$ cat config.mk
export PLATFORM = sky130hd
export DESIGN_NAME = feature_feeder
export DESIGN_NICKNAME = d
export VERILOG_FILES = /design/src/rtl/feature_feeder.sv
export SDC_FILE = /design/constraint.sdc
export NUM_CORES = 1
export LEC_CHECK = 0
export CAP_MARGIN = 20
export CORE_MARGIN = 5
export CORE_UTILIZATION = 34
export CTS_CLUSTER_DIAMETER = 100
export CTS_CLUSTER_SIZE = 12
export DETAILED_ROUTE_END_ITERATION = 10
export DONT_BUFFER_PORTS = 1
export PLACE_DENSITY_LB_ADDON = 0.05
export SYNTH_ARGS = -nofsm -noshare
export SYNTH_HDL_FRONTEND = slang
export SYNTH_SLANG_ARGS = --single-unit
export TNS_END_PERCENT = 20
$ cat constraint.sdc
create_clock -name clk -period 1.5 [get_ports clk]
set_input_delay 0.3 -clock clk [delete_from_list [all_inputs] [get_ports clk]]
set_output_delay 0.3 -clock clk [all_outputs]
set_load 0.005 [all_outputs]
$ cat src/rtl/feature_feeder.sv
// Serial-to-parallel feature loader that restarts a classifier and captures its prediction after LATENCY cycles.
// Optional: define FEATURE_FEEDER_COUNT_EN to add the 16-bit inf_count handshake counter output.

module feature_slot #(
  parameter int W = 4
) (
  input  logic         clk,
  input  logic         rst,
  input  logic         we,
  input  logic [W-1:0] d,
  output logic [W-1:0] q
);
  always_ff @(posedge clk) begin
    if (rst)     q <= '0;
    else if (we) q <= d;
  end
endmodule

module feature_feeder #(
  parameter int FEAT_CNT  = 4,
  parameter int FEAT_BITS = 4,
  parameter int CLASS_CNT = 4,
  parameter int LATENCY   = 16,
  localparam int PRED_W   = $clog2(CLASS_CNT)
) (
  input  logic                          clk,
  input  logic                          rst,
  input  logic                          in_valid,
  output logic                          in_ready,
  input  logic [FEAT_BITS-1:0]          in_feature,
  output logic [FEAT_CNT*FEAT_BITS-1:0] features,
  output logic                          core_rst,
  input  logic [PRED_W-1:0]             core_prediction,
  output logic                          out_valid,
  input  logic                          out_ready,
`ifdef FEATURE_FEEDER_COUNT_EN
  output logic [15:0]                   inf_count,
`endif
  output logic [PRED_W-1:0]             out_class
);
  localparam int IDX_W = $clog2(FEAT_CNT + 1);
  localparam int CNT_W = $clog2(LATENCY + 1);
  localparam logic [IDX_W-1:0] LAST_IDX = IDX_W'(FEAT_CNT - 1);
  localparam logic [CNT_W-1:0] CNT_LAST = CNT_W'(LATENCY - 1);

  typedef enum logic [1:0] {LOAD, RUN, HOLD} state_t;

  state_t           state, state_nx;
  logic [IDX_W-1:0] idx;
  logic [CNT_W-1:0] cnt;
  logic             acc, last_feat, cnt_done, out_hs;

  assign in_ready  = (state == LOAD);
  assign core_rst  = (state == LOAD);
  assign out_valid = (state == HOLD);
  assign acc       = in_valid && in_ready;
  assign last_feat = (idx == LAST_IDX);
  assign cnt_done  = (cnt == CNT_LAST);
  assign out_hs    = out_valid && out_ready;

  always_comb begin
    state_nx = state;
    case (state)
      LOAD:    if (acc && last_feat) state_nx = RUN;
      RUN:     if (cnt_done)         state_nx = HOLD;
      HOLD:    if (out_hs)           state_nx = LOAD;
      default:                       state_nx = LOAD;
    endcase
  end

  always_ff @(posedge clk) begin
    if (rst) begin
      state     <= LOAD;
      idx       <= '0;
      cnt       <= '0;
      out_class <= '0;
    end else begin
      state <= state_nx;
      case (state)
        LOAD: if (acc) begin
          idx <= last_feat ? '0 : idx + IDX_W'(1);
          if (last_feat) cnt <= '0;
        end
        RUN: begin
          cnt <= cnt + CNT_W'(1);
          if (cnt_done) out_class <= core_prediction;
        end
        default: ;
      endcase
    end
  end

  // One slot per feature; slots not rewritten keep their previous value.
  for (genvar i = 0; i < FEAT_CNT; i++) begin : g_slot
    feature_slot #(.W(FEAT_BITS)) u_slot (
      .clk (clk),
      .rst (rst),
      .we  (acc && (idx == IDX_W'(i))),
      .d   (in_feature),
      .q   (features[i*FEAT_BITS +: FEAT_BITS])
    );
  end

`ifdef FEATURE_FEEDER_COUNT_EN
  always_ff @(posedge clk) begin
    if (rst)         inf_count <= '0;
    else if (out_hs) inf_count <= inf_count + 16'd1;
  end
`endif
endmodule
==> results.ini <==
[detailed_routing]
via_count=834
drt_iter0_drc=49
vias_per_cell=4.766
first_pass_iters=4
ant_nets=0
drc=0
drt_wl_total_um=2514
avgRoutedWirePerCell_um=14.37

[clock_network]
ctsHoldBuffers=0
cts_resized=0
cts_buffer_depth=2
post_cts_buffers=0
cts.htree.levels=1
cts_buffers=3
cts_tree=done
cts_root_buf=clkbuf_8
path_clk_slew_ns=0.10
clk_latency_ns=0.27
cts.sinks=28

[synth]
syn-num-nets=144
synth_cell_types=31
synth_ff_type=dfxtp_1
ys_seq_elements=28
ys_seq_area_frac=0.4337
netlist_area_sq_um=1292
async_reset_ff_frac=0
syn-mean-instance-area_sq_um=10.10
synth_cells=128
synth_edf_count=0
yosysWarnings=0

[die]
rows=22
die_y_um=71.66
fp.coreArea_sq_um=3661
io_pins=31
start_util=0.3530
chipWidth_um=71.66
dieArea_sq_um=5134

[global_routing]
antenna_found_initial=0
grt_pass1_vias=824
overflow=0
grt_max_degree=33
grt_first_pass_wirelength_um=4188
grt_usage=0.1038

[worst_setup_path]
cp.arrival_ns=1.57
cp-end-kind=register
critPathLaunchType=register
critPathKind=register to register
worstPathRequired_ns=1.67
reg2reg_to=cnt[3]$_SDFFE_PP0P_
path_max_fanout=10
r2r_cells=3
reg2reg_setup_slack_ns=0.10
r2r-start=state[0]$_SDFFE_PP0P_

[placed_design]
io_buffer_count=0
dpl.hpwl_um=1852
place_congestion=0.7655
dpl.cell_count=171

[layout]
final_common_cell=dfxtp_1
nNetsFinal=144
antenna_cells=0
layout-drive-gt1-share=0.09449
fillers=363
mostFrequentLayoutCells=dfxtp_1 (28), nand2b_1 (25), mux2i_1 (16)
area_delta_synth_final_pct=7.841
final_cells=175

[sta]
skew_ns=0.003529
max_clock_freq_mhz=715.9
relSlewSlack=0.7491
finalCriticalPeriod_ns=1.397
holdWs_ns=0.08634
finalHoldViolCount=0
setup_violations=0
fin_crit_sh=0.9313
worstMarginPinSlew_ns=0.3758
setup_tns_ns=0
final_max_slew_viol_count=0
rsz0062_at_grt=false

[power_and_ir_drop]
p_leak_uw=0.0005950
power_density_nw_per_um2=1048
ir_worst_vdd_mv=0.3665

[worst_hold_path]
worstHoldPathCells=1
min_path_type=input pin to register
min_from=rst
min_to=idx[0]$_SDFFE_PP0P_

[job]
cap_violations=0

[status]
run_status=finished clean

## cell usage after synthesis (2+ instances only)
| cell | n | area (sq um) |
|---|---|---|
| nand2_1 | 6 | 22.52 |
| dfxtp_1 | 28 | 560.5 |
| inv_1 | 3 | 11.26 |
| nor3b_1 | 2 | 15.01 |
| nor2b_1 | 3 | 18.77 |
| nand2b_1 | 25 | 156.4 |
| a21oi_1 | 8 | 40.04 |
| nor2_1 | 2 | 7.510 |
| clkbuf_1 | 3 | 11.26 |
| mux2i_1 | 16 | 160.2 |
| buf_6 | 2 | 22.52 |
| nand3_1 | 6 | 30.03 |
| ha_1 | 6 | 75.07 |
## kinds of logic (layout without fill, tap and decap cells)
group,Yosys count,count (layout),synth area share
fa+ha+maj,6,6,0.05808
flops,28,28,0.4337
compound gates,12,12,0.05518
mux,17,17,0.1326
simple gates,55,55,0.2759
buf+inv,10,9,0.04453
## metrics by stage
stage          setup slack, ns  area (sq um)    util  total power, uW
2_1_floorplan           0.2382          1292       -            877.0
3_3_place_gp            0.1328          1321  0.3609            883.3
3_5_place_dp           0.08288          1321  0.3609            884.3
4_1_cts                0.05526          1393  0.3804             1484
5_1_grt               0.003918          1394  0.3807             1531
6_report                0.1031          1394  0.3807             1461
## worst max-delay path, cell delays in order (launching register included)
cell	delay, ns
dfxtp_1	0.56
nor2b_1	0.33
nor3b_2	0.11
a211o_1	0.30
## layer usage
metal | wire (um) | GRT usage
met5 | 0 | 0
met4 | 24 | 0.04384
met3 | 181 | 0.03787
met2 | 1093 | 0.1490
met1 | 1215 | 0.1391
## flip-flops by register name, summed over array words and instances, names as in the netlist
register / flops
g_slot.u_slot.q: 16
cnt: 5
out_class: 2
state: 2
idx: 3
## worst max path at each step
stage                          startpoint                            endpoint
global placement    state[0]$_SDFFE_PP0P_                 cnt[3]$_SDFFE_PP0P_
detailed placement  state[0]$_SDFFE_PP0P_  g_slot[0].u_slot.q[1]$_SDFFE_PP0P_
floorplan             idx[0]$_SDFFE_PP0P_                 cnt[3]$_SDFFE_PP0P_
CTS                 state[0]$_SDFFE_PP0P_  g_slot[0].u_slot.q[2]$_SDFFE_PP0P_
finish              state[0]$_SDFFE_PP0P_                 cnt[3]$_SDFFE_PP0P_
global route        state[1]$_SDFFE_PP0P_                           out_valid
## where the power goes
| part | internal, uW | switching (uW) |
|---|---|---|
| clock | 357 | 238 |
| combinational | 44.0 | 39.4 |
| sequential | 764 | 19.0 |
## final cells by class
class / instances / area (sq um) / area share
tap: 48 / 60.06 / 0.04309
clock buffer: 3 / 41.29 / 0.02962
sequential: 28 / 560.5 / 0.4022
clock inverter: 1 / 30.03 / 0.02154
inverter: 3 / 11.26 / 0.008079
multi-input combinational: 90 / 675.6 / 0.4847
timing repair buffer: 2 / 15.01 / 0.01077
Power figures use the tool's default switching activity.
